<file path="src/rtl/rv32i_types.sv">
// Shared types and sizing for the instruction-side memory path.
package rv32i_types;

  typedef enum logic [1:0] {
    IDLE,
    MISS_REQ,
    MISS_FILL
  } imem_resp_state_t;

  localparam int IMEM_BEAT_W    = 64;
  localparam int IMEM_BURST_LEN = 4;
  localparam int IMEM_LINE_W    = IMEM_BEAT_W * IMEM_BURST_LEN;
  localparam int IMEM_OFS_W     = $clog2(IMEM_LINE_W / 8);

  // A single-beat burst still needs a one-bit counter to keep widths legal.
  function automatic int imem_cnt_w(input int burst_len);
    return (burst_len > 1) ? $clog2(burst_len) : 1;
  endfunction

endpackage

</file>
<file path="src/rtl/imem_fill_buffer.sv">
// One-line instruction store: filled beat by beat from bmem, read a 32-bit word at a time.
module imem_fill_buffer
  import rv32i_types::*;
#(
  parameter int  BEAT_W    = IMEM_BEAT_W,
  parameter int  BURST_LEN = IMEM_BURST_LEN,
  localparam int LINE_W    = BEAT_W * BURST_LEN,
  localparam int OFS_W     = $clog2(LINE_W / 8),
  localparam int TAG_W     = 32 - OFS_W,
  localparam int WIDX_W    = OFS_W - 2,
  localparam int CNT_W     = imem_cnt_w(BURST_LEN)
) (
  input  logic              clk,
  input  logic              rst,
  input  logic              fill_start,
  input  logic              beat_we,
  input  logic [BEAT_W-1:0] beat_data,
  input  logic [TAG_W-1:0]  fill_tag,
  input  logic [WIDX_W-1:0] rd_idx,
  output logic [31:0]       rd_word,
  output logic [TAG_W-1:0]  line_tag,
  output logic              line_valid,
  output logic              last_beat
);

  logic [LINE_W-1:0] line_q;
  logic [CNT_W-1:0]  beat_cnt;

  assign last_beat = (beat_cnt == CNT_W'(BURST_LEN - 1));
  assign rd_word   = line_q[rd_idx * 32 +: 32];

  // The line is invalid for the whole burst so a partial line can never hit.
  always_ff @(posedge clk or negedge rst) begin
    if (!rst) begin
      beat_cnt   <= '0;
      line_valid <= 1'b0;
      line_tag   <= '0;
      line_q     <= '0;
    end else if (fill_start) begin
      beat_cnt   <= '0;
      line_valid <= 1'b0;
    end else if (beat_we) begin
      line_q[beat_cnt * BEAT_W +: BEAT_W] <= beat_data;
      if (last_beat) begin
        beat_cnt   <= '0;
        line_valid <= 1'b1;
        line_tag   <= fill_tag;
      end else begin
        beat_cnt <= beat_cnt + CNT_W'(1);
      end
    end
  end

endmodule

</file>
<file path="src/rtl/imem_line_responder.sv">
// Single-line instruction responder between fetch and the memory arbiter.
// Define IMEM_PERF_CNT_EN to add hit_count/miss_count performance outputs.
module imem_line_responder
  import rv32i_types::*;
#(
  parameter int BEAT_W    = IMEM_BEAT_W,
  parameter int BURST_LEN = IMEM_BURST_LEN
) (
  input  logic              clk,
  input  logic              rst,
  input  logic              flush,
  input  logic [31:0]       imem_addr,
  input  logic [3:0]        imem_rmask,
  output logic              imem_resp,
  output logic [31:0]       imem_rdata,
  output logic [31:0]       bmem_addr,
  output logic              bmem_read,
  input  logic              bmem_ready,
  input  logic [BEAT_W-1:0] bmem_rdata,
  input  logic              bmem_rvalid
`ifdef IMEM_PERF_CNT_EN
  ,
  output logic [31:0]       hit_count,
  output logic [31:0]       miss_count
`endif
);

  localparam int LINE_W = BEAT_W * BURST_LEN;
  localparam int OFS_W  = $clog2(LINE_W / 8);
  localparam int TAG_W  = 32 - OFS_W;
  localparam int WIDX_W = OFS_W - 2;

  imem_resp_state_t state, state_next;

  logic              req;
  logic              hit;
  logic              accept_hit;
  logic              take_miss;
  logic              grant;
  logic              beat_we;
  logic              last_beat;
  logic              line_valid;
  logic [TAG_W-1:0]  line_tag;
  logic [31:0]       rd_word;
  logic              unused_addr_lsb;

  assign unused_addr_lsb = ^imem_addr[1:0];

  assign req        = |imem_rmask;
  assign hit        = line_valid && (line_tag == imem_addr[31:OFS_W]);
  assign accept_hit = (state == IDLE) && req && hit;
  assign take_miss  = (state == IDLE) && req && !hit;
  assign grant      = (state == MISS_REQ) && bmem_ready;
  assign beat_we    = (state == MISS_FILL) && bmem_rvalid;

  imem_fill_buffer #(
    .BEAT_W    (BEAT_W),
    .BURST_LEN (BURST_LEN)
  ) u_fill_buffer (
    .clk        (clk),
    .rst        (rst),
    .fill_start (grant),
    .beat_we    (beat_we),
    .beat_data  (bmem_rdata),
    .fill_tag   (bmem_addr[31:OFS_W]),
    .rd_idx     (imem_addr[OFS_W-1:2]),
    .rd_word    (rd_word),
    .line_tag   (line_tag),
    .line_valid (line_valid),
    .last_beat  (last_beat)
  );

  always_ff @(posedge clk or negedge rst) begin
    if (!rst) state <= IDLE;
    else      state <= state_next;
  end

  // After the last beat we always return to IDLE and re-look-up whatever
  // address fetch is presenting then, which covers the post-flush case.
  always_comb begin
    state_next = state;
    bmem_read  = 1'b0;
    unique case (state)
      IDLE: begin
        if (take_miss) state_next = MISS_REQ;
      end
      MISS_REQ: begin
        bmem_read = 1'b1;
        if (bmem_ready) state_next = MISS_FILL;
      end
      MISS_FILL: begin
        if (beat_we && last_beat) state_next = IDLE;
      end
      default: state_next = IDLE;
    endcase
  end

  // The miss address is captured once so a flush cannot retarget a burst in flight.
  always_ff @(posedge clk or negedge rst) begin
    if (!rst)           bmem_addr <= '0;
    else if (take_miss) bmem_addr <= {imem_addr[31:OFS_W], {OFS_W{1'b0}}};
  end

  always_ff @(posedge clk or negedge rst) begin
    if (!rst) begin
      imem_resp  <= 1'b0;
      imem_rdata <= '0;
    end else begin
      imem_resp <= accept_hit && !flush;
      if (accept_hit) imem_rdata <= rd_word;
    end
  end

`ifdef IMEM_PERF_CNT_EN
  // Hits are counted at acceptance, so flushed-away hits are included.
  always_ff @(posedge clk or negedge rst) begin
    if (!rst) begin
      hit_count  <= '0;
      miss_count <= '0;
    end else begin
      if (accept_hit) hit_count  <= hit_count + 32'd1;
      if (take_miss)  miss_count <= miss_count + 32'd1;
    end
  end
`endif

endmodule

</file>
<file path="config.mk">
export PLATFORM = sky130hd
export DESIGN_NAME = imem_line_responder
export DESIGN_NICKNAME = d
export VERILOG_FILES = /design/src/rtl/rv32i_types.sv /design/src/rtl/imem_fill_buffer.sv /design/src/rtl/imem_line_responder.sv
export SDC_FILE = /design/constraint.sdc
export NUM_CORES = 1
export LEC_CHECK = 0
export BUFFER_PORTS_ARGS = -buffer_cell sky130_fd_sc_hd__buf_2
export CAP_MARGIN = 20
export CORE_AREA = 2 2 172 174
export CTS_BUF_LIST = sky130_fd_sc_hd__clkbuf_16
export CTS_CLUSTER_DIAMETER = 100
export CTS_CLUSTER_SIZE = 14
export DETAILED_ROUTE_END_ITERATION = 8
export DIE_AREA = 0 0 174 176
export GPL_TIMING_DRIVEN = 0
export PLACE_DENSITY = 0.76
export SYNTH_ARGS = -nofsm -noshare
export SYNTH_HDL_FRONTEND = slang
export SYNTH_SLANG_ARGS = --single-unit
</file>
<file path="constraint.sdc">
create_clock -name clk -period 4 [get_ports clk]
set_input_delay 0.4 -clock clk [delete_from_list [all_inputs] [get_ports clk]]
set_output_delay 0.4 -clock clk [all_outputs]
set_load 0.01 [all_outputs]
</file>
# Word-level counts from Yosys, hierarchy flattened
# Cells that the tools add are included.
[classes]
reduce_logical = 18
addsub = 2
shift = 3
bitwise_logic = 1
n_mux = 12
eq_ne = 7
[ops]
columns = ["operator", "count"]
rows = [
  ["256-bit bitwise mux", 1],
  ["64-bit by 34-bit variable shift with 256-bit output, first input constant", 1],
  ["256-bit by 9-bit variable part select with 32-bit output", 1],
  ["64-bit by 34-bit variable part select with 256-bit output", 1],
  ["8-bit negation with 34-bit output", 1],
  ["27-bit equality test", 1],
  ["2-bit two-way mux", 6],
  ["1-bit logical AND", 8],
  ["2-bit case mux with 3 select lines", 1],
  ["3-bit AND reduction", 2],
  ["2-bit equality test, second input constant", 2],
  ["1-bit two-way mux", 4],
  ["2-bit inequality test, second input constant", 2],
  ["2-bit AND reduction", 2],
  ["2-bit nonzero test", 2],
  ["4-bit OR reduction", 1],
  ["2-bit by 1-bit adder with 2-bit output, second input constant", 1],
  ["2-bit by 1-bit equality test with 1-bit output, second input constant", 1],
  ["1-bit zero test", 2],
  ["2-bit zero test", 1],
  ["2-bit by 1-bit inequality test with 1-bit output, second input constant", 1],
  ["1-bit NOT", 1],
]
[word_totals]
input_bits = 105
word_cells = 51
out_inout_bits = 66
ff_bits = 348

# Longest topological paths before layout
# Gate-level depths: netlist (run 1).
[logic_depth]
depth_word = 6
ltp_mapped = 8
mapped_depth_nobuf = 5

# Modules after synthesis
# Synthesis (run 1) repeated with hierarchy kept, for this count alone.
[hier_totals]
cells_unflattened = 953
area_unflattened_um2 = 15067.0
[modules_own_cells]
columns = ["mod", "area_each_um2", "cells_per_inst", "seq_area_each_um2", "n_inst"]
rows = [
  ["imem_fill_buffer", 12160.4, 771, 7156.9, 1],
  ["imem_line_responder", 2906.5, 182, 1551.5, 1],
]

# Worst setup path before layout (run 1)
# Ideal clock, no wire load.
[synth_timing]
path_kind = "input to register"
startpoint = "input imem_addr[4]"
endpoint = "register imem_rdata[14]"
required_ns = 3.875
setup_slack_ns = 2.007
setup_time_ns = 0.125
t_arrival_ns = 1.868
n_path_buf = 2
cell_stages = 5
cell_sequence = "clkbuf_1 > buf_1 > mux4_2 > mux2_1 > mux2_2"
[synth_via]
elab_chain_cells = 1
[synth_rtl]
columns = ["item", "line", "source"]
rows = [
  ["from (decl)", "imem_line_responder.sv:12", "input logic [31:0] imem_addr,"],
  ["256-bit by 9-bit variable part select with 32-bit output", "imem_fill_buffer.sv:30", "assign rd_word = line_q[rd_idx * 32 +: 32];"],
  ["to (signal assigned)", "imem_line_responder.sv:110", "if (accept_hit) imem_rdata <= rd_word;"],
  ["to (decl)", "imem_line_responder.sv:15", "output logic [31:0] imem_rdata,"],
]
# No other way between the ends.
# A chain may end at the register's enable or synchronous reset.

# Worst setup path in the final report (run 1)
[layout_timing]
startpoint = "register u_fill_buffer.beat_cnt[0]"
endpoint = "register u_fill_buffer.line_q[186]"
[layout_via]
elab_chain_cells = 3
word_cells_on_any_way = 4
cone_classes = "1 x add/sub; 2 x shift; 1 x mux"
[layout_rtl]
columns = ["item", "line", "source"]
rows = [
  ["from (decl)", "imem_fill_buffer.sv:27", "logic [CNT_W-1:0] beat_cnt;"],
  ["from (signal assigned)", "imem_fill_buffer.sv:49", "beat_cnt <= beat_cnt + CNT_W'(1);"],
  ["8-bit negation with 34-bit output *", "imem_fill_buffer.sv:43", "line_q[beat_cnt * BEAT_W +: BEAT_W] <= beat_data;"],
  ["64-bit by 34-bit variable part select with 256-bit output or 64-bit by 34-bit variable shift with 256-bit output (tied branches)", "imem_fill_buffer.sv:43", ""],
  ["256-bit bitwise mux *", "imem_fill_buffer.sv:43", ""],
  ["to (signal, indexed assignment)", "imem_fill_buffer.sv:43", ""],
  ["to (decl)", "imem_fill_buffer.sv:26", "logic [LINE_W-1:0] line_q;"],
]
# Every way passes the cells marked *; elsewhere a longest branch is shown, timed or not.

==> summary.json, run 1 <==
{
  "routedWlPerCell": {"value": 20.8, "unit": "um"},
  "layout_cell_share_with_drive_strength_beyond_1": {"value": 22.7, "unit": "%"},
  "timing.critical_path.arrival": {"value": 3.39, "unit": "ns"},
  "global_route.overflow_total": {"value": 0},
  "worstPathBufferInverterCount": {"value": 4},
  "syn_avg_cell_area": {"value": 10.7, "unit": "um2"},
  "antenna_violating_nets_post_route": {"value": 0},
  "grt_util_met3": {"value": 5.21, "unit": "%"},
  "clk_pin_slew_worst_paths": {"value": 0.07, "unit": "ns"},
  "netSwitchingFraction": {"value": 31.2, "unit": "%"},
  "design.final.nets": {"value": 1796},
  "unrepaired_setup_endpoints_after_global_routing": {"value": "false"},
  "netlist_instances": {"value": 1487},
  "first_global_vias": {"value": 12500},
  "wire_length_of_the_first_global_routing_pass": {"value": 69.2, "unit": "mm"},
  "synth_warnings": {"value": 0},
  "grt_antenna_before_repair": {"value": 3},
  "power.static_leakage": {"value": 8.19, "unit": "nW"},
  "slowest_stage": {"value": "clkbuf_1"},
  "via_total_after_detailed_routing": {"value": 12200},
  "post-route-drc-count": {"value": 0},
  "final_core_utilization": {"value": 63.2, "unit": "%"},
  "cpLargestDelayFamily": {"value": "buffers and inverters"},
  "max-clock-path-buffers": {"value": 3},
  "port_buffers": {"value": 160},
  "maximum_number_of_pins_on_one_net_before_global_route_repair": {"value": 125},
  "crit-reg2reg-launch": {"value": "u_fill_buffer.beat_cnt[0]"},
  "min-delay-start": {"value": "bmem_ready"},
  "critPathMostFrequentCell": {"value": "clkbuf_1"},
  "actual_slew_at_the_worst_max_slew_pin": {"value": 0.932, "unit": "ns"},
  "power.net_switching": {"value": 0.00287, "unit": "W"},
  "ys_types": {"value": 32},
  "cts_tree": {"value": "done"},
  "combPwrFrac": {"value": 25.4, "unit": "%"},
  "final-setup-viol-count": {"value": 0},
  "drt-vias-per-instance": {"value": 5.91},
  "final_routed_wirelength": {"value": 43.0, "unit": "mm"},
  "clock-root-buffer": {"value": "clkbuf_16"},
  "die_h": {"value": 176, "unit": "um"},
  "seqPwrFrac": {"value": 47.7, "unit": "%"},
  "timing.critical_path.from_type": {"value": "register"},
  "dr.first_iter.drc_count": {"value": 1276},
  "first_pass_iters": {"value": 8},
  "critPathMaxStageDelay": {"value": 0.60, "unit": "ns"},
  "gp_congestion": {"value": 0.846},
  "ios": {"value": 171},
  "die_width": {"value": 174, "unit": "um"},
  "cap_violations": {"value": 0},
  "cts_made_buffers": {"value": 28},
  "p_int": {"value": 0.00631, "unit": "W"},
  "critical_path.startpoint": {"value": "u_fill_buffer.beat_cnt[0]"},
  "outcome": {"value": "complete, no violations"},
  "post-route-min-period": {"value": 2.93, "unit": "ns"},
  "grt_peak_use_layer": {"value": "met2"},
  "globalRouteMet1Util": {"value": 39.9, "unit": "%"},
  "final_min_period_over_clock_period": {"value": 73.3, "unit": "%"},
  "f_max": {"value": 341, "unit": "MHz"},
  "post_cts_resize_count": {"value": 0},
  "cp_data_required_time": {"value": 4.46, "unit": "ns"},
  "synth_seq_cells": {"value": 348},
  "total_power": {"value": 0.00918, "unit": "W"},
  "floorplan.die_area": {"value": 0.0306, "unit": "mm2"},
  "final_hold_viol_count": {"value": 0},
  "cts.sink_count": {"value": 348},
  "place_hpwl": {"value": 29.4, "unit": "mm"},
  "total_power_divided_by_cell_area": {"value": 508, "unit": "mW/mm2"},
  "h-tree-depth": {"value": 1},
  "slew-limit-headroom": {"value": 37.8, "unit": "%"},
  "worst_clock_skew": {"value": 0.0110, "unit": "ns"},
  "standard_cell_core_area": {"value": 0.0285, "unit": "mm2"},
  "area_growth_synth_to_finish": {"value": 13.3, "unit": "%"},
  "worst-path-max-fanout": {"value": 10},
  "path_cells": {"value": "inv_1 > ha_1 > nand2_1 > clkbuf_1 > clkbuf_1 > clkbuf_1 > nand2_1 > o21ai_0"},
  "grt.met2_usage": {"value": 46.4, "unit": "%"},
  "floorplan.initialDensity": {"value": 55.8, "unit": "%"},
  "path_class": {"value": "reg2reg"},
  "worstHoldPathType": {"value": "in2reg"},
  "crit_path_end_kind": {"value": "register"},
  "netlist_area": {"value": 0.0159, "unit": "mm2"},
  "vdd_drop_max": {"value": 494, "unit": "uV"},
  "worstSkewPairLatency": {"value": 0.55, "unit": "ns"},
  "synth_sequential_area_ratio": {"value": 54.6, "unit": "%"},
  "power.clock.fraction": {"value": 27.0, "unit": "%"},
  "maxSlewViolCount": {"value": 0},
  "placementRows": {"value": 62},
  "global_route.usage.total": {"value": 28.8, "unit": "%"}
}
[kinds of logic after synthesis]
kind of cell               Yosys count  share of synthesized area (%)
other                                1                         0.0235
and+or+nand+nor                    540                           13.1
DFF                                348                           54.6
AOI/OAI and AO/OA                  263                           8.29
buffers and inverters              118                           3.65
xor gates and xnor gates            27                           1.48
muxes                              184                           18.3
adders and majority gates            6                          0.471
[what timing repair did]
item | 4_1_cts | 5_1_grt
endpoints found under the hold margin | 72 | 0
setup buffers | 0 | 0
hold buffers | 2 | 0
[cell usage in the layout, fill, tap and decap left out, types with 2 or more instances in the layout]
master and n:
nand2_1 520, dfrtp_1 348, o21ai_0 257, buf_2 163, mux2_2 98, clkbuf_1 83, mux4_2 48, clkbuf_16 29
xnor2_1 27, mux2_4 19, mux4_1 16, buf_6 11, buf_1 10, nand4_1 7, ha_1 6, buf_4 5
conb_1 5, a21oi_1 4, inv_1 3, nor3b_1 3, diode_2 2, nor3_1 2, nor2_1 2, mux2i_1 2
buf_12 2, dlygate4sd3_1 2, buf_16 2
[registers in the layout, summed over array words and instances, names as in the netlist]
name,cells
state,2
u_fill_buffer.line_valid,1
u_fill_buffer.beat_cnt,2
imem_rdata,32
bmem_addr,27
u_fill_buffer.line_q,256
u_fill_buffer.line_tag,27
imem_resp,1
[routing by layer]
| metal | wire length, um | vias to the layer above |
|---|---|---|
| met4 | 1410 | 2 |
| met3 | 3830 | 101 |
| met1 | 17400 | 6100 |
| met2 | 20300 | 629 |
| met5 | 13 | - |
| li1 | - | 5399 |
[cells in the mapped netlist, drive strengths merged]
master	instances	share of area [%]
a21boi	1	0.047
a21o	1	0.047
a21oi	4	0.13
buf	32	1.6
clkbuf	83	2.0
conb	1	0.024
dfrtp	348	55
ha	6	0.47
inv	3	0.071
mux2	118	8.8
mux2i	2	0.13
mux4	64	9.4
nand2	520	12
nand3	1	0.063
nand4	7	0.27
nor2	3	0.086
nor2b	1	0.039
nor3	3	0.13
nor3b	3	0.14
nor4	2	0.12
o21ai	257	8.1
xnor2	27	1.5
[final timing paths]
check | endpoint | slack, ns | cells after the start
max in group asynchronous | bmem_addr[20] | 2.36 | 3
setup / recovery | u_fill_buffer.line_q[186] | 1.07 | 8
setup reg to reg | u_fill_buffer.line_q[186] | 1.07 | 8
hold / removal | u_fill_buffer.beat_cnt[0] | 0.08 | 2
min in group asynchronous | imem_resp | 0.48 | 2
hold reg to reg | u_fill_buffer.line_q[61] | 0.48 | 2
[stage by stage]
| step | worst slack, ns | hold WS [ns] | instances | setup TNS [ns] | cell area, um2 |
|---|---|---|---|---|---|
| 3_3_place_gp | -4.14 | 0.454 | 2035 | -1430.74 | 17200 |
| 2_1_floorplan | 2.01 | 0.104 | 1491 | 0 | 16000 |
| 3_5_place_dp | 1.20 | 0.464 | 2037 | 0 | 17300 |
| 6_report | 1.07 | 0.0833 | 2071 | 0 | 18100 |
| 4_1_cts | 1.15 | 0.0641 | 2069 | 0 | 18000 |
| 5_1_grt | 0.918 | 0.0888 | 2070 | 0 | 18000 |
[power groups by stage]
stage	Sequential, W	Clock [W]	Combinational, W
2_1_floorplan	0.00441	0	0.00145
3_3_place_gp	0.00440	0	0.00222
3_5_place_dp	0.00443	0	0.00230
4_1_cts	0.00437	0.00250	0.00232
5_1_grt	0.00444	0.00263	0.00254
6_report	0.00438	0.00247	0.00233
[layout make-up]
type                    instances  area (um2)
plain buffers                 115         571
multi-input cells            1025        6660
fillers                      2329       10500
diodes                          2        5.00
repair buffers                164         886
clock buffers                  29         726
flip-flops and latches        348        8710
inverters                       3        11.3
clock inverters                 1        3.75
well taps                     384         480
(Power assumes the default switching activity.)
==> run 2: changes to the inputs <==
==> constraint.sdc (replaced) <==
create_clock -name clk -period 2.7 [get_ports clk]
set_input_delay 0.27 -clock clk [delete_from_list [all_inputs] [get_ports clk]]
set_output_delay 0.27 -clock clk [all_outputs]
set_load 0.01 [all_outputs]
==> run 2 against run 1 <==
Total power increased by 49%. First-iteration DRC count decreased by 7.1%. Setup slack got worse by 0.94 ns. Hold slack got worse by 0.077 ns. Count of clock-buffer cells in the layout unchanged. Sequential share of layout area decreased by 1.7 points. Critical path depth decreased by 1. Sequential cell count unchanged. Global-route usage increased by 0.54 points.
==> summary.json, run 2 (synthesis results as in run 1) <==
{
  "cts_made_buffers": {"value": 28},
  "placementRows": {"value": 62},
  "layout_cell_share_with_drive_strength_beyond_1": {"value": 23.5, "unit": "%"},
  "wire_length_of_the_first_global_routing_pass": {"value": 70.6, "unit": "mm"},
  "f_max": {"value": 389, "unit": "MHz"},
  "standard_cell_core_area": {"value": 0.0285, "unit": "mm2"},
  "actual_slew_at_the_worst_max_slew_pin": {"value": 0.911, "unit": "ns"},
  "path_class": {"value": "reg2reg"},
  "max-clock-path-buffers": {"value": 3},
  "n_fill_cell": {"value": 2246},
  "final_routed_wirelength": {"value": 43.7, "unit": "mm"},
  "timing.critical_path.arrival": {"value": 3.04, "unit": "ns"},
  "design.final.nets": {"value": 1858},
  "number_of_flip_flops_in_the_largest_register": {"value": 256},
  "slowest_stage": {"value": "buf_1"},
  "worstHoldPathType": {"value": "in2reg"},
  "final-setup-viol-count": {"value": 0},
  "via_total_after_detailed_routing": {"value": 12400},
  "total_power": {"value": 0.0137, "unit": "W"},
  "slew-limit-headroom": {"value": 39.3, "unit": "%"},
  "power.static_leakage": {"value": 8.55, "unit": "nW"},
  "finalInstanceArea": {"value": 0.0187, "unit": "mm2"},
  "most-common-layout-cells": {"value": "nand2_1 (520), dfrtp_1 (348), o21ai_0 (257), buf_2 (163), mux2_2 (98)"},
  "worst-path-max-fanout": {"value": 10},
  "outcome": {"value": "complete, no violations"},
  "setup_slack": {"value": 0.127, "unit": "ns"},
  "global_route.usage.total": {"value": 29.3, "unit": "%"},
  "timing.critical_path.from_type": {"value": "register"},
  "placed_area": {"value": 0.0173, "unit": "mm2"},
  "critPathMaxStageDelay": {"value": 0.57, "unit": "ns"},
  "max_flop_register": {"value": "u_fill_buffer.line_q"},
  "maximum_number_of_pins_on_one_net_before_global_route_repair": {"value": 125},
  "worst_reg2reg_setup_slack": {"value": 0.13, "unit": "ns"},
  "vdd_drop_max": {"value": 738, "unit": "uV"},
  "global_route.overflow_total": {"value": 0},
  "final_min_period_over_clock_period": {"value": 95.3, "unit": "%"},
  "die_width": {"value": 174, "unit": "um"},
  "routedWlPerCell": {"value": 20.5, "unit": "um"},
  "area_growth_synth_to_finish": {"value": 17.5, "unit": "%"},
  "clk_pin_slew_worst_paths": {"value": 0.07, "unit": "ns"},
  "unrepaired_setup_endpoints_after_global_routing": {"value": "false"},
  "floorplan.die_area": {"value": 0.0306, "unit": "mm2"},
  "cts_tree": {"value": "done"},
  "min-delay-start": {"value": "bmem_rdata[54]"},
  "worst_clock_skew": {"value": 0.0158, "unit": "ns"},
  "post-route-min-period": {"value": 2.57, "unit": "ns"},
  "cts.sink_count": {"value": 348},
  "layout_top_registers": {"value": "u_fill_buffer.line_q: 256 flops, imem_rdata: 32 flops"},
  "antenna_violating_nets_post_route": {"value": 0},
  "final_hold_viol_count": {"value": 0},
  "total_power_divided_by_cell_area": {"value": 733, "unit": "mW/mm2"},
  "dp.cells": {"value": 2037},
  "cpLargestDelayFamily": {"value": "buffers and inverters"},
  "layoutNonFillerInstCount": {"value": 2133},
  "worstSkewPairLatency": {"value": 0.56, "unit": "ns"},
  "grt_antenna_before_repair": {"value": 2},
  "dr.first_iter.drc_count": {"value": 1185},
  "r2r-end": {"value": "u_fill_buffer.line_q[239]"},
  "cell_count_of_the_worst_hold_path": {"value": 3},
  "cp_data_required_time": {"value": 3.17, "unit": "ns"},
  "crit-reg2reg-launch": {"value": "u_fill_buffer.beat_cnt[0]"},
  "floorplan.initialDensity": {"value": 55.8, "unit": "%"},
  "worst-r2r-cell-count": {"value": 7},
  "h-tree-depth": {"value": 1},
  "final_common_cell": {"value": "nand2_1"},
  "path_cells": {"value": "ha_1 > nand2_1 > clkbuf_1 > clkbuf_1 > buf_1 > nand2_1 > o21ai_0"},
  "port_buffers": {"value": 160},
  "worstPathBufferInverterCount": {"value": 3},
  "first_pass_iters": {"value": 5},
  "ios": {"value": 171},
  "dpl_worst_slack": {"value": -0.103, "unit": "ns"},
  "clock-root-buffer": {"value": "clkbuf_16"},
  "timing.hold.worst_endpoint": {"value": "u_fill_buffer.line_q[118]"},
  "maxSlewViolCount": {"value": 0},
  "post-route-drc-count": {"value": 0},
  "gp_congestion": {"value": 0.846},
  "place_hpwl": {"value": 29.4, "unit": "mm"},
  "drt-vias-per-instance": {"value": 5.83},
  "first_global_vias": {"value": 12800},
  "cap_violations": {"value": 0},
  "crit_path_end_kind": {"value": "register"},
  "die_h": {"value": 176, "unit": "um"}
}
-- run 2: cell types whose count changed in the layout (fill, tap and decap cells not counted) --
cell,delta
dlygate4sd3_1,+63
clkbuf_2,+28
clkbuf_1,-24
buf_1,-5
nor3_2,-1
nor3_4,+1
-- run 2: what timing repair did --
| action | 4_1_cts | 5_1_grt |
|---|---|---|
| endpoints found under the setup margin | 33 | 233 |
| resized for setup | 7 | 38 |
| buffers inserted | 0 | 0 |
| hold endpoints to repair | 223 | 0 |
| hold buffers | 65 | 0 |
| pin swaps | 0 | 0 |
-- run 2: stage by stage --
stage          hold slack (ns)  TNS [ns]  utilization (%)
3_3_place_gp             0.426  -1837.91             60.4
3_5_place_dp             0.399    -0.853             60.6
4_1_cts             0.00000622         0             65.5
6_report               0.00630         0             65.6
2_1_floorplan          -0.0256         0                -
5_1_grt                0.00445         0             65.6
-- run 2: cell type report --
| cell class | count | area [um2] | share of cell area [%] |
|---|---|---|---|
| flip-flops and latches | 348 | 8710 | 46.5 |
| multi-input cells | 1025 | 6670 | 35.6 |
| repair buffers | 227 | 1520 | 8.10 |
| clock buffers | 29 | 726 | 3.88 |
| plain buffers | 114 | 602 | 3.22 |
| well taps | 384 | 480 | 2.57 |
| inverters | 3 | 11.3 | 0.0602 |
| diodes | 2 | 5.00 | 0.0267 |
| clock inverters | 1 | 3.75 | 0.0201 |
-- run 2: worst register-to-register path, delay by kind of cell, from the launching register on --
family / cells / cell delay [ns]
buffers and inverters: 3 / 1.48
flip-flops: 1 / 0.47
adder cells (fa/ha/maj): 1 / 0.25
AND/OR/NAND/NOR: 2 / 0.18
AO/OA/AOI/OAI: 1 / 0.11
-- run 2: worst max-delay path by stage --
stage	startpoint	end	slack, ns	cells after the start
after floorplan	u_fill_buffer.beat_cnt[0]	u_fill_buffer.line_q[122]	0.78	7
after global placement	rst	imem_rdata[19]	-5.31	1
after detailed placement	u_fill_buffer.beat_cnt[0]	u_fill_buffer.line_q[55]	-0.10	7
after CTS	u_fill_buffer.beat_cnt[0]	u_fill_buffer.line_q[24]	0.01	7
after global routing	u_fill_buffer.beat_cnt[0]	u_fill_buffer.line_q[235]	0.007	7
final	u_fill_buffer.beat_cnt[0]	u_fill_buffer.line_q[239]	0.13	7
-- run 2: report_power, final --
part	total [W]	leakage, nW	internal, W	switching (W)
Sequential	0.00648	4.75	0.00599	0.000498
Clock	0.00367	0.359	0.00188	0.00179
Combinational	0.00357	3.44	0.00157	0.00200
Total	0.0137	8.55	0.00943	0.00429
-- run 2: per-layer routing --
layer	GRT usage, %	wire (um)	vias up
met5	0	0	-
met4	10.0	1480	0
met3	4.89	3580	104
met2	47.8	20900	613
met1	40.5	17800	6184
li1	-	-	5531
==> run 3: changes to the inputs <==
==> constraint.sdc (replaced) <==
create_clock -name clk -period 2.7 [get_ports clk]
set_input_delay 0.81 -clock clk [delete_from_list [all_inputs] [get_ports clk]]
set_output_delay 0.81 -clock clk [all_outputs]
set_load 0.01 [all_outputs]
==> run 3 against run 2 <==
Cell area shrank 3.5%. Routed wire length is 1.9% lower. Maximum frequency decreased by 1.1%. Critical endpoint is now u_fill_buffer.line_q[240]. Critical path type unchanged. Total power down 0.72%. Global-route usage decreased by 0.57 points. First-iteration DRC count rose by 5.0%. Register-to-register slack got worse by 0.03 ns. Largest power group unchanged. Critical path depth unchanged. Via count down 2.0%. Sequential share of layout area grew 1.7 points. Hold slack better by 0.28 ns. Combinational power fell by 3%.
==> summary.json, run 3 (synthesis results as in run 1) <==
{
  "slew-limit-headroom": {"value": 38.0, "unit": "%"},
  "design.final.nets": {"value": 1793},
  "worstSkewPairLatency": {"value": 0.55, "unit": "ns"},
  "finalInstanceArea": {"value": 0.0181, "unit": "mm2"},
  "antenna_violating_nets_post_route": {"value": 0},
  "standard_cell_core_area": {"value": 0.0285, "unit": "mm2"},
  "worst_clock_skew": {"value": 0.0171, "unit": "ns"},
  "port_buffers": {"value": 160},
  "h-tree-depth": {"value": 1},
  "cap_violations": {"value": 0},
  "place_hpwl": {"value": 29.4, "unit": "mm"},
  "global_route.usage.total": {"value": 28.7, "unit": "%"},
  "max-clock-path-buffers": {"value": 3},
  "cts_tree": {"value": "done"},
  "globalRouteMet1Util": {"value": 39.9, "unit": "%"},
  "floorplan.initialDensity": {"value": 55.8, "unit": "%"},
  "worst-path-max-fanout": {"value": 10},
  "worstHoldPathType": {"value": "in2async"},
  "global_route.overflow_total": {"value": 0},
  "clock-root-buffer": {"value": "clkbuf_16"},
  "layout_cell_share_with_drive_strength_beyond_1": {"value": 24.4, "unit": "%"},
  "ios": {"value": 171},
  "f_max": {"value": 384, "unit": "MHz"},
  "final_common_cell": {"value": "nand2_1"},
  "final-setup-viol-count": {"value": 0},
  "layout_top_registers": {"value": "u_fill_buffer.line_q: 256 flops, imem_rdata: 32 flops"},
  "grt_antenna_before_repair": {"value": 3},
  "post-route-drc-count": {"value": 0},
  "grt_util_met3": {"value": 5.04, "unit": "%"},
  "most-common-layout-cells": {"value": "nand2_1 (520), dfrtp_1 (348), o21ai_0 (257), buf_2 (163), mux2_2 (98)"},
  "area_growth_synth_to_finish": {"value": 13.4, "unit": "%"},
  "path_cells": {"value": "ha_1 > nand2_1 > clkbuf_1 > clkbuf_1 > buf_1 > nand2_1 > o21ai_0"},
  "path_class": {"value": "reg2reg"},
  "final_hold_viol_count": {"value": 0},
  "final_min_period_over_clock_period": {"value": 96.4, "unit": "%"},
  "die_width": {"value": 174, "unit": "um"},
  "gp_congestion": {"value": 0.846},
  "placementRows": {"value": 62},
  "power.static_leakage": {"value": 8.28, "unit": "nW"},
  "first_pass_iters": {"value": 5},
  "floorplan.die_area": {"value": 0.0306, "unit": "mm2"},
  "drt-vias-per-instance": {"value": 5.89},
  "ctsHoldBuffers": {"value": 0},
  "crit_path_end_kind": {"value": "register"},
  "maxSlewViolCount": {"value": 0},
  "slowest_stage": {"value": "buf_1"},
  "dr.first_iter.drc_count": {"value": 1244},
  "grt.met2_usage": {"value": 46.3, "unit": "%"},
  "number_of_flip_flops_in_the_largest_register": {"value": 256},
  "max_flop_register": {"value": "u_fill_buffer.line_q"},
  "timing.critical_path.arrival": {"value": 3.08, "unit": "ns"},
  "clk_pin_slew_worst_paths": {"value": 0.07, "unit": "ns"},
  "outcome": {"value": "complete, no violations"},
  "timing.critical_path.from_type": {"value": "register"},
  "routedWlPerCell": {"value": 20.8, "unit": "um"},
  "number_of_setup_buffers_added_after_cts": {"value": 0},
  "total_power_divided_by_cell_area": {"value": 754, "unit": "mW/mm2"},
  "critPathMaxStageDelay": {"value": 0.58, "unit": "ns"},
  "cts.sink_count": {"value": 348},
  "cts_made_buffers": {"value": 28},
  "vdd_drop_max": {"value": 732, "unit": "uV"},
  "placed_area": {"value": 0.0173, "unit": "mm2"},
  "final_routed_wirelength": {"value": 42.9, "unit": "mm"},
  "first_global_vias": {"value": 12400},
  "wire_length_of_the_first_global_routing_pass": {"value": 69.1, "unit": "mm"},
  "cp_data_required_time": {"value": 3.17, "unit": "ns"},
  "actual_slew_at_the_worst_max_slew_pin": {"value": 0.930, "unit": "ns"},
  "via_total_after_detailed_routing": {"value": 12200},
  "grt_peak_use_layer": {"value": "met2"},
  "maximum_number_of_pins_on_one_net_before_global_route_repair": {"value": 125},
  "post-route-min-period": {"value": 2.60, "unit": "ns"},
  "setup-tns-final": {"value": 0, "unit": "ns"},
  "die_h": {"value": 176, "unit": "um"}
}
[run 3: where the power goes]
part           internal (W)  leakage, nW  switching [W]  total (W)
combinational       0.00151         3.17        0.00197    0.00347
clock               0.00188        0.359        0.00178    0.00366
sequential          0.00599         4.75       0.000498    0.00648
[run 3: final cells by class]
cell class | instances | area (um2)
fill | 2326 | 10500
sequential | 348 | 8710
multi-input combinational | 1025 | 6670
timing repair buffer | 162 | 866
clock buffer | 29 | 726
buffer | 114 | 602
tap | 384 | 480
inverter | 3 | 11.3
antenna | 2 | 5.00
clock inverter | 1 | 3.75
[run 3: routing by layer]
| layer | vias up | wire length, um |
|---|---|---|
| met1 | 6064 | 17600 |
| met4 | 2 | 1470 |
| met5 | - | 13 |
| met2 | 605 | 20200 |
| met3 | 105 | 3600 |
| li1 | 5405 | - |
[run 3: timing repair]
| action | CTS | global route |
|---|---|---|
| endpoints found under the hold margin | 0 | 0 |
| gates cloned | 0 | 0 |
| setup endpoints to repair | 33 | 233 |
| resized for setup | 7 | 38 |
[run 3: final timing paths]
path	startpoint	to	slack, ns	cells past startpoint
min in group clk	flush	imem_resp	0.41	2
setup reg to reg	u_fill_buffer.beat_cnt[0]	u_fill_buffer.line_q[240]	0.1	7
max in group asynchronous	rst	bmem_addr[20]	1.24	2
hold / removal	rst	imem_resp	0.29	1
hold reg to reg	u_fill_buffer.line_q[124]	u_fill_buffer.line_q[124]	0.48	2
setup / recovery	u_fill_buffer.beat_cnt[0]	u_fill_buffer.line_q[240]	0.1	7
[run 3: critical path: cells and delay by family (launching register included)]
kind / cells / cell delay [ns]
AOI/OAI and AO/OA: 1 / 0.10
adders and majority gates: 1 / 0.24
buffers and inverters: 3 / 1.51
DFF: 1 / 0.47
and+or+nand+nor: 2 / 0.20
[run 3: stage by stage]
step	hold slack (ns)	util [%]	std cells	setup slack [ns]	total power [W]
after global placement	0.454	60.4	2035	-5.85	0.00980
final	0.288	63.3	2068	0.0972	0.0136
after CTS	0.363	63.2	2067	0.0111	0.0136
after detailed placement	0.464	60.6	2037	-0.404	0.00997
after global routing	0.396	63.3	2067	-0.0608	0.0143
after floorplan	0.442	-	1491	0.297	0.00868
